===== src/rtl/vsmac_stream.sv =====
`timescale 1ns/1ps
`default_nettype none
// ============================================================================
// Module   : vsmac_stream
// Purpose  : Streaming vector-scalar multiply-accumulate engine. Each accepted
//            beat multiplies every lane of vector a by scalar b and adds the
//            product into a per-lane accumulator. The beat flagged in_last
//            closes the dot product: the sum is requantised (shift, then
//            saturate or truncate) into the output register, and the
//            accumulator restarts at zero for the next vector.
// Ports    : clk, reset (sync, active-low)
//            in_valid / in_ready / in_last, a (SIZE lanes, lane 0 in MSBs), b
//            out_valid / out_ready, out_data (SIZE lanes), out_sat
// Revision : 1.0 - initial release
// ============================================================================
module vsmac_stream #(
    parameter int SIZE      = 3,
    parameter int IN_WIDTH  = 8,
    parameter int ACC_WIDTH = 16,
    parameter int OUT_WIDTH = 8,
    parameter int SHIFT     = 0,
    parameter int SIGNED    = 0,
    parameter int SATURATE  = 1
) (
    input  logic                      clk,
    input  logic                      reset,
    input  logic                      in_valid,
    output logic                      in_ready,
    input  logic                      in_last,
    input  logic [SIZE*IN_WIDTH-1:0]  a,
    input  logic [IN_WIDTH-1:0]       b,
    output logic                      out_valid,
    input  logic                      out_ready,
    output logic [SIZE*OUT_WIDTH-1:0] out_data,
    output logic                      out_sat
);

    // Clamp limits expressed at accumulator width so comparisons stay exact.
    localparam logic [ACC_WIDTH-1:0] c_umax = ACC_WIDTH'({OUT_WIDTH{1'b1}});
    localparam logic [ACC_WIDTH-1:0] c_smax = ACC_WIDTH'({(OUT_WIDTH-1){1'b1}});
    localparam logic [ACC_WIDTH-1:0] c_smin = ~c_smax;

    logic                 w_adv;
    logic                 w_load;
    logic [SIZE-1:0]      w_clip;
    logic [ACC_WIDTH-1:0] w_bx;
    logic                 r_v1;
    logic                 r_l1;
    logic                 r_out_valid;
    logic                 r_out_sat;

    // The whole pipeline moves only when the output slot is free or draining.
    assign w_adv     = ~r_out_valid | out_ready;
    assign w_load    = r_v1 & r_l1;
    assign in_ready  = w_adv;
    assign out_valid = r_out_valid;
    assign out_sat   = r_out_sat;

    // Scalar extended once to accumulator width; the low ACC_WIDTH bits of the
    // extended product equal the sign/zero-extended full product.
    assign w_bx = (SIGNED != 0) ? ACC_WIDTH'($signed(b)) : ACC_WIDTH'(b);

    for (genvar i = 0; i < SIZE; i++) begin : g_lane
        logic [IN_WIDTH-1:0]  w_a;
        logic [ACC_WIDTH-1:0] w_ax;
        logic [ACC_WIDTH-1:0] w_pext;
        logic [ACC_WIDTH-1:0] w_sum;
        logic [ACC_WIDTH-1:0] w_shr;
        logic [OUT_WIDTH-1:0] w_q;
        logic                 w_lclip;
        logic [ACC_WIDTH-1:0] r_p;
        logic [ACC_WIDTH-1:0] r_acc;
        logic [OUT_WIDTH-1:0] r_q;

        assign w_a    = a[(SIZE-i)*IN_WIDTH-1 -: IN_WIDTH];
        assign w_ax   = (SIGNED != 0) ? ACC_WIDTH'($signed(w_a)) : ACC_WIDTH'(w_a);
        assign w_pext = w_ax * w_bx;
        assign w_sum  = r_acc + r_p;

        if (SIGNED != 0) begin : g_ashr
            assign w_shr = $signed(w_sum) >>> SHIFT;
        end else begin : g_lshr
            assign w_shr = w_sum >> SHIFT;
        end

        always_comb begin
            w_q     = w_shr[OUT_WIDTH-1:0];
            w_lclip = 1'b0;
            if (SATURATE != 0) begin
                if (SIGNED != 0) begin
                    if ($signed(w_shr) > $signed(c_smax)) begin
                        w_q     = c_smax[OUT_WIDTH-1:0];
                        w_lclip = 1'b1;
                    end else if ($signed(w_shr) < $signed(c_smin)) begin
                        w_q     = c_smin[OUT_WIDTH-1:0];
                        w_lclip = 1'b1;
                    end
                end else if (w_shr > c_umax) begin
                    w_q     = c_umax[OUT_WIDTH-1:0];
                    w_lclip = 1'b1;
                end
            end
        end

        assign w_clip[i] = w_lclip;

        always_ff @(posedge clk) begin
            if (!reset) begin
                r_p   <= '0;
                r_acc <= '0;
                r_q   <= '0;
            end else if (w_adv) begin
                if (in_valid) begin
                    r_p <= w_pext;
                end
                if (r_v1) begin
                    // Closing beat restarts the accumulator for the next vector.
                    r_acc <= r_l1 ? '0 : w_sum;
                    if (r_l1) begin
                        r_q <= w_q;
                    end
                end
            end
        end

        assign out_data[(SIZE-i)*OUT_WIDTH-1 -: OUT_WIDTH] = r_q;
    end

    always_ff @(posedge clk) begin
        if (!reset) begin
            r_v1        <= 1'b0;
            r_l1        <= 1'b0;
            r_out_valid <= 1'b0;
            r_out_sat   <= 1'b0;
        end else if (w_adv) begin
            r_v1 <= in_valid;
            if (in_valid) begin
                r_l1 <= in_last;
            end
            // Advancing means the slot is empty or being drained this edge,
            // so the next state is simply whether a new result lands.
            r_out_valid <= w_load;
            if (w_load) begin
                r_out_sat <= |w_clip;
            end
        end
    end

endmodule
`default_nettype wire


===== config.mk =====
export PLATFORM = sky130hd
export DESIGN_NAME = vsmac_stream
export DESIGN_NICKNAME = d
export VERILOG_FILES = /design/src/rtl/vsmac_stream.sv
export SDC_FILE = /design/constraint.sdc
export NUM_CORES = 1
export LEC_CHECK = 0
export BUFFER_PORTS_ARGS = -buffer_cell sky130_fd_sc_hd__buf_2
export CAP_MARGIN = 20
export CORE_MARGIN = 5
export CORE_UTILIZATION = 42
export CTS_BUF_LIST = sky130_fd_sc_hd__clkbuf_8
export DETAILED_ROUTE_END_ITERATION = 7
export GPL_ROUTABILITY_DRIVEN = 0
export PLACE_DENSITY = 0.56
export SKIP_CTS_REPAIR_TIMING = 1
export SLEW_MARGIN = 25
export SYNTH_ARGS = -nofsm -noshare
export SYNTH_HDL_FRONTEND = slang
export SYNTH_SLANG_ARGS = --single-unit

===== constraint.sdc =====
create_clock -name clk -period 4.5 [get_ports clk]
set_input_delay 0 -clock clk [delete_from_list [all_inputs] [get_ports clk]]
set_output_delay 0 -clock clk [all_outputs]
set_load 0.02 [all_outputs]

* Yosys cells after proc, flatten, opt, wreduce, memory -nomap -nowiden
Cells that the tools add are included.
** Word-level totals
- Bits in registers :: 124
- Word-level logic and storage cells :: 39
** Cells by class
- Mux-type cells :: 9
- Bitwise gates (word level) :: 3
- Magnitude comparators :: 3
- $add $sub $neg :: 3
- Multiply operators :: 3
- Reductions and logical operators :: 5
** Operator list (number)
- 16-bit adder :: 3
- 16-bit by 8-bit > comparator with 1-bit output (second input constant) :: 3
- 8-bit by 8-bit multiplier with 16-bit output :: 3
- 16-bit two-way mux :: 3
- 8-bit two-way mux :: 3
- 2-bit AND reduction :: 3
- 1-bit two-way mux :: 3
- 3-bit AND reduction :: 1
- 3-bit OR reduction :: 1
- 1-bit bitwise AND :: 1
- 1-bit NOT :: 1
- 1-bit bitwise OR :: 1

* Logic depth before layout (Yosys ltp)
Gate-level depths: netlist (run 1).
- Depth in word-level cells :: 4
- Depth in mapped cells :: 19
- Depth with buffers taken out :: 18

* Worst setup path before layout (run 1)
Ideal clock, no wire load.
- Path kind :: input -> register
- Start :: input port b[2]
- End :: register g_lane[1].r_p[13]
- Cell stages on the path :: 17
- Buffers on the path :: 1
- Path slack :: 0.687 ns
- Arrival :: 3.690 ns
- Path through :: clkbuf_1 > nand2_1 > fa_1 > fa_1 > inv_1 > fa_1 > inv_1 > fa_1 > inv_1 > ha_1 > a21boi_0 > o21ai_0 > a21oi_1 > a41oi_1 > nor2b_1 > xor2_1 > o21ai_0
** On the way
- Longest elaborated chain between the ends :: 1
** Ends and longest elaborated chain
- from (decl) :: RTL line 31 : input logic [IN_WIDTH-1:0] b,
- 8-bit by 8-bit multiplier with 16-bit output :: RTL line 77 : assign w_pext = w_ax * w_bx;
- to (signal assigned) :: RTL line 114 : r_p <= w_pext;
- to (decl) :: RTL line 71 : logic [ACC_WIDTH-1:0] r_p;
Every way passes these cells.
A chain may end at the register's enable or synchronous reset.

* Worst setup path in the final report (run 1)
- Start :: input port a[16]
- End :: register g_lane[0].r_p[15]
** On the way
- Longest elaborated chain between the ends :: 1
** Ends and longest elaborated chain
- from (decl) :: RTL line 30 : input logic [SIZE*IN_WIDTH-1:0] a,
- 8-bit by 8-bit multiplier with 16-bit output :: RTL line 77
- to (signal assigned) :: RTL line 114
- to (decl) :: RTL line 71
Every way passes these cells.

==> results of run 1 <==
==> tightest hold or removal path: stages <==
cell and delay [ns]:
buf_2 0.25, nand3_1 0.12, a21oi_1 0.06
==> power by group through the flow <==
stage | clock (µW) | combinational (µW) | sequential (µW)
CTS | 1030 | 2890 | 1360
global placement | 0 | 2840 | 1380
finish | 1010 | 2860 | 1360
floorplan | 0 | 2180 | 1340
detailed placement | 0 | 2860 | 1380
global route | 1090 | 3290 | 1380
==> synthesized netlist by cell type (all sizes together), types with 7 or more instances <==
cell type / n
nand2: 132
xor2: 18
a22oi: 35
nor3: 15
o21ai: 57
nor2b: 9
and2: 150
nand3: 24
dfxtp: 124
o21bai: 11
ha: 153
inv: 166
nor2: 94
o221a: 7
clkbuf: 53
a31oi: 8
fa: 111
a211oi: 9
a21o: 21
xnor2: 53
a21oi: 113
==> worst max-delay path by stage <==
stage / cells after the start / start / end
after detailed placement: 17 / b[2] / g_lane[1].r_p[15]$_SDFFE_PN0P_
after global placement: 17 / b[2] / g_lane[1].r_p[15]$_SDFFE_PN0P_
after floorplan: 17 / b[2] / g_lane[1].r_p[13]$_SDFFE_PN0P_
after CTS: 17 / b[2] / g_lane[1].r_p[15]$_SDFFE_PN0P_
after global routing: 19 / a[0] / g_lane[2].r_p[13]$_SDFFE_PN0P_
final: 19 / a[16] / g_lane[0].r_p[15]$_SDFFE_PN0P_
==> final cells by class <==
class / count / area, µm²
Timing Repair Buffer: 81 / 463
Multi-Input combinational cell: 1106 / 9060
Clock inverter: 14 / 159
Sequential cell: 124 / 2480
Inverter: 167 / 627
Tap cell: 384 / 480
Clock buffer: 18 / 248
Fill cell: 2893 / 15400
==> through the flow <==
stage / setup WS [ns] / area [µm²] / hold slack (ns) / total power, µW / cells
3_5_place_dp: 0.143 / 13100 / 0.297 / 4240 / 1857
2_1_floorplan: 0.687 / 12400 / 0.136 / 3510 / 1456
4_1_cts: 0.622 / 13500 / -0.176 / 5280 / 1889
5_1_grt: 0.0346 / 13500 / 0.0400 / 5760 / 1894
6_report: 0.399 / 13500 / 0.0521 / 5230 / 1894
3_3_place_gp: 0.295 / 13100 / 0.301 / 4220 / 1857
==> sequential cells by signal (all words and copies together), names as in the netlist <==
| name | cells |
|---|---|
| g_lane.r_acc | 48 |
| g_lane.r_p | 48 |
| g_lane.r_q | 24 |
| out_sat | 1 |
| out_valid | 1 |
| r_l1 | 1 |
| r_v1 | 1 |
==> metal layers <==
| metal | wire, µm | GRT usage, % |
|---|---|---|
| met5 | 0 | 0 |
| met4 | 450 | 4.44 |
| met3 | 818 | 1.70 |
| met2 | 12800 | 28.3 |
| met1 | 15600 | 27.7 |
==> kinds of logic after synthesis <==
| group | count (synthesis) |
|---|---|
| multiplexers | 1 |
| AND/OR/NAND/NOR | 463 |
| flip-flops | 124 |
| AO/OA/AOI/OAI | 307 |
| adder cells (fa/ha/maj) | 264 |
| buffers and inverters | 226 |
| XOR/XNOR | 71 |
==> results.py, run 1 <==
metrics = {
    "detailed_routing": {
        "routed_via_density": 5.20,
        "dr_total_vias": 9851,
        "drcViolationCount": 0,
        "drt_iter0_markers": 431,
        "routed_wl_um": 29700,
        "wl_per_cell_um": 15.7,
        "antenna_left": 0,
        "dr.pass1.iters": 4,
    },
    "global_route": {
        "grt_pass1_vias": 9920,
        "grt_max_degree": 50,
        "grt_util_all_layers_pct": 18.4,
        "grt_antenna_before_repair": 0,
        "grt_pass1_wl_um": 50700,
        "grt_overflow": 0,
    },
    "power": {
        "p_seq_share_pct": 26.0,
        "p_int_uw": 2980,
        "ir_drop_v": 0.000188,
        "p_comb_share_pct": 54.7,
        "power_frac_clock_pct": 19.3,
        "p_switching_uw": 2250,
        "p_leak_uw": 0.00656,
        "p_sw_share_pct": 43.0,
        "p_per_area_nw_per_um2": 387,
    },
    "sta": {
        "maxSlewHeadroom_pct": 36.0,
        "final_period_minus_worst_setup_slack_ns": 4.10,
        "finalClockSkew_ns": 0.0123,
        "rsz0062_at_grt": "false",
        "hold_viol_final": 0,
        "tightestPinTransition_ns": 0.959,
        "setup_viol": 0,
        "finalCritPeriodShare_pct": 91.1,
        "drv_slew": 0,
        "setup_tns_ns": 0,
        "fmax_mhz": 244,
    },
    "setup_path": {
        "path_max_fanout": 8,
        "r2r-end": "g_lane[1].r_q[1]$_SDFFE_PN0P_",
        "critPathMaxStageDelay_ns": 0.55,
        "path_class": "input port to flip-flop",
        "cp.required_ns": 4.80,
        "path_cells": "dlygate4sd3_1, buf_2, and2_1, fa_1, fa_1, ha_1, inv_1, fa_1, inv_1, ha_1, nor2b_1, o21ai_0, a21boi_0, o21ai_0, a21oi_1, a41oi_1, a21oi_1, xnor2_1, a21oi_1",
        "cpLargestDelayFamily": "adder cells",
        "ff2ff_setup_slack_ns": 0.72,
        "cp_num_buf_inv": 4,
        "r2r_start": "g_lane[1].r_p[0]$_SDFFE_PN0P_",
        "cp-start-kind": "input port",
        "endpoint_kind": "flip-flop",
        "crit_arrival_ns": 4.40,
        "slowest_stage": "dlygate4sd3_1",
        "r2r.worst_path.cells": 11,
    },
    "yosys": {
        "postSynthCellCount": 1456,
        "ys.flop_type": "dfxtp_1",
        "synth-xor-area-share_pct": 5.02,
        "synth_compound_area_share_pct": 15.8,
        "yosysTopAreaCell": "dfxtp_1",
        "synthAdderAreaFrac_pct": 33.4,
        "synthSimpleGateAreaFrac_pct": 18.8,
        "synth_top_family_by_area": "adder cells",
        "async_reset_ff_share_pct": 0,
        "synth.area.top_cells": "dfxtp_1 (20%), fa_1 (18%), ha_1 (15%)",
        "synth-seq-area-share_pct": 20.0,
        "synthMuxAreaShare_pct": 0.0808,
        "ys_seq_elements": 124,
        "synth_nets": 1757,
        "synth_area_um2": 12400,
        "synth_edf_count": 0,
        "synth_cell_types": 58,
        "avgSynthCellArea_um2": 8.51,
        "ys.warnings.count": 0,
        "synth_top_cell_area_share_pct": 20.0,
    },
    "placed_design": {
        "portBuffers": 63,
        "dp_hpwl_um": 23300,
    },
    "die": {
        "die_w_um": 182,
        "core_um2": 28900,
        "start_util_pct": 42.8,
        "die_area_um2": 33000,
        "die_h_um": 182,
        "ioPinCount": 64,
        "rows": 62,
    },
    "worst_hold_path": {
        "worstHoldEndpoint": "g_lane[2].r_p[0]$_SDFFE_PN0P_",
        "hold_path.startpoint": "b[0]",
        "min_delay_path_depth": 3,
        "holdCritPathClass": "input port to flip-flop",
    },
    "final_layout": {
        "postLayoutCoreUtil_pct": 46.7,
        "area_growth_pct": 9.17,
        "drive_gt1_share_pct": 8.21,
        "diodes": 0,
        "mostFrequentLayoutCell": "inv_1",
        "final_cell_mix": "inv_1 (166), ha_1 (153), and2_1 (149)",
        "layout.nets": 1798,
    },
    "clocking": {
        "cts_tree": "built",
        "cts-root-buf": "clkbuf_8",
        "clkSlewWorstSetupHoldPaths_ns": 0.09,
        "htreeDepth": 4,
        "clock_latency_ns": 0.44,
        "cts_inserted_buffers": 17,
        "clock_sinks": 124,
        "clockBufferDepth": 2,
    },
    "flow_run": {
        "max_cap_violations": 0,
    },
    "status": {
        "status": "complete, no violations",
    },
}
No activity file was read; power rests on OpenSTA's default activity.
==> inputs of run 2 (changes only) <==
BUFFER_PORTS_ARGS = -buffer_cell sky130_fd_sc_hd__buf_4   (was -buffer_cell sky130_fd_sc_hd__buf_2)
PLACE_DENSITY = 0.58   (was 0.56)
clock period = 3.7 ns   (was 4.5 ns; I/O delays follow)
==> run 2 against run 1 <==
Against the previous run:
- cell count rose by 5.2%
- power rose by 35%
- sequential power rose by 21%
- clock skew rose by 0.0027 ns
- register-to-register slack got worse by 0.60 ns
- non-clock buffer count rose by 99
==> results.py, run 2 (synthesized netlist as in run 1, its figures left out) <==
metrics = {
    "clocking": {
        "cts-root-buf": "clkbuf_8",
        "clock_latency_ns": 0.45,
        "cts_inserted_buffers": 17,
        "cts_tree": "built",
        "htreeDepth": 4,
        "clock_sinks": 124,
        "clockBufferDepth": 2,
        "clkSlewWorstSetupHoldPaths_ns": 0.08,
    },
    "detailed_routing": {
        "drt_iter0_markers": 505,
        "dr.pass1.iters": 4,
        "routed_via_density": 5.09,
        "antenna_left": 0,
        "routed_wl_um": 29900,
        "wl_per_cell_um": 15.0,
        "dr_total_vias": 10100,
        "drcViolationCount": 0,
    },
    "die": {
        "die_w_um": 182,
        "die_h_um": 182,
        "start_util_pct": 42.8,
        "rows": 62,
        "die_area_um2": 33000,
        "core_um2": 28900,
        "ioPinCount": 64,
    },
    "power": {
        "p_leak_uw": 0.00711,
        "p_per_area_nw_per_um2": 485,
        "ir_drop_v": 0.000200,
    },
    "placed_design": {
        "dp_hpwl_um": 23800,
        "dpl.cell_count": 1956,
        "portBuffers": 63,
    },
    "final_layout": {
        "area_growth_pct": 17.8,
        "diodes": 0,
        "mostFrequentLayoutCell": "buf_4",
        "drive_gt1_share_pct": 15.0,
        "fillerInstances": 2823,
        "final_cells": 1993,
        "layout.nets": 1897,
        "final_cell_mix": "buf_4 (174), inv_1 (166), ha_1 (152)",
        "largestRegisters": "g_lane.r_acc (48), g_lane.r_p (48), g_lane.r_q (24)",
    },
    "setup_path": {
        "cp-start-kind": "flip-flop",
        "slowest_stage": "or4_4",
        "cp_num_buf_inv": 1,
        "cp.required_ns": 4.03,
        "cpLargestDelayFamily": "simple AND/OR/NAND/NOR gates",
        "ff2ff_setup_slack_ns": 0.12,
        "path_cells": "ha_1, a21o_1, a21o_1, o41ai_2, buf_4, o21bai_1, xor2_1, or3_1, or4_4, or4_4, o221a_1",
        "endpoint": "g_lane[1].r_q[7]$_SDFFE_PN0P_",
        "worst-path-stages": 11,
        "path_max_fanout": 7,
        "path_class": "flip-flop to flip-flop",
        "endpoint_kind": "flip-flop",
        "r2r-end": "g_lane[1].r_q[7]$_SDFFE_PN0P_",
        "critPathMaxStageDelay_ns": 0.60,
        "crit_arrival_ns": 3.91,
        "critical_path.startpoint": "g_lane[1].r_p[4]$_SDFFE_PN0P_",
        "r2r_start": "g_lane[1].r_p[4]$_SDFFE_PN0P_",
        "r2r.worst_path.cells": 11,
    },
    "global_route": {
        "grt_pass1_wl_um": 50900,
        "grt_util_all_layers_pct": 18.4,
        "grt_max_degree": 48,
        "grt_overflow": 0,
        "grt_pass1_vias": 10100,
        "grt_antenna_before_repair": 0,
    },
    "sta": {
        "finalClockSkew_ns": 0.0150,
        "drv_slew": 0,
        "hold_viol_final": 0,
        "finalCritPeriodShare_pct": 96.7,
        "setup_viol": 0,
        "maxSlewHeadroom_pct": 42.4,
        "final_period_minus_worst_setup_slack_ns": 3.58,
        "fmax_mhz": 279,
        "tightestPinTransition_ns": 0.862,
        "whs_ns": 0.0373,
    },
    "status": {
        "status": "complete, no violations",
    },
    "flow_run": {
        "max_cap_violations": 0,
    },
    "worst_hold_path": {
        "holdCritPathClass": "input port to flip-flop",
    },
}
==> run 2: cell count changes in the layout (fill, tap and decap cells not counted), moves of 3 or more <==
cell,before,now
o21ai_1,1,6
a21oi_2,0,3
o21ai_0,55,49
a21oi_1,113,110
buf_2,63,0
a21boi_0,5,2
buf_4,13,174
==> run 2: worst register-to-register path, cell delays in order (launching register included) <==
cell and delay (ns):
dfxtp_1 0.35, ha_1 0.36, a21o_1 0.22, a21o_1 0.20, o41ai_2 0.31, buf_4 0.19, o21bai_1 0.07, xor2_1 0.16
or3_1 0.34, or4_4 0.42, or4_4 0.60, o221a_1 0.25
==> run 2: routing by layer <==
layer	wire length (µm)	vias up	GRT usage (%)
li1	-	5141	-
met1	15600	4813	27.8
met2	13100	169	28.8
met3	951	21	1.66
met4	272	0	3.81
met5	0	-	0
==> run 2: power breakdown <==
group | switching, µW | internal [µW] | leakage (µW) | total, µW
combinational | 2130 | 1950 | 0.00588 | 4070
clock | 599 | 746 | 0.000214 | 1350
sequential | 142 | 1510 | 0.00101 | 1650
total | 2870 | 4210 | 0.00711 | 7070
==> run 2: worst min path at each step <==
stage,from,endpoint,slack (ns),depth (start not counted)
after CTS,in_last,r_l1$_SDFFE_PN0P_,-0.24,3
after floorplan,in_last,r_l1$_SDFFE_PN0P_,0.14,2
after global routing,a[8],g_lane[1].r_p[0]$_SDFFE_PN0P_,0.01,4
after global placement,in_last,r_l1$_SDFFE_PN0P_,0.25,3
after detailed placement,in_last,r_l1$_SDFFE_PN0P_,0.26,3
final,a[8],g_lane[1].r_p[0]$_SDFFE_PN0P_,0.04,4
==> run 2: final cells by class <==
type	count	area (µm²)	share of cell area (%)
multi-input cells	1106	9170	62.9
clock inverters	15	213	1.46
inverters	167	627	4.30
repair buffers	180	1380	9.45
clock buffers	17	234	1.60
flip-flops and latches	124	2480	17.0
well taps	384	480	3.29
==> run 2: metrics by stage <==
step / total power, µW / worst slack, ns / TNS, ns / instance area [µm²] / util (%)
2_1_floorplan: 4290 / -0.0246 / -0.0348 / 12400 / -
3_3_place_gp: 5650 / -0.280 / -3.34 / 14000 / 48.3
3_5_place_dp: 5680 / -0.349 / -4.47 / 14000 / 48.3
4_1_cts: 7060 / -0.0343 / -0.194 / 14400 / 49.9
5_1_grt: 7740 / -0.0139 / -0.0139 / 14600 / 50.4
6_report: 7070 / 0.122 / 0 / 14600 / 50.4
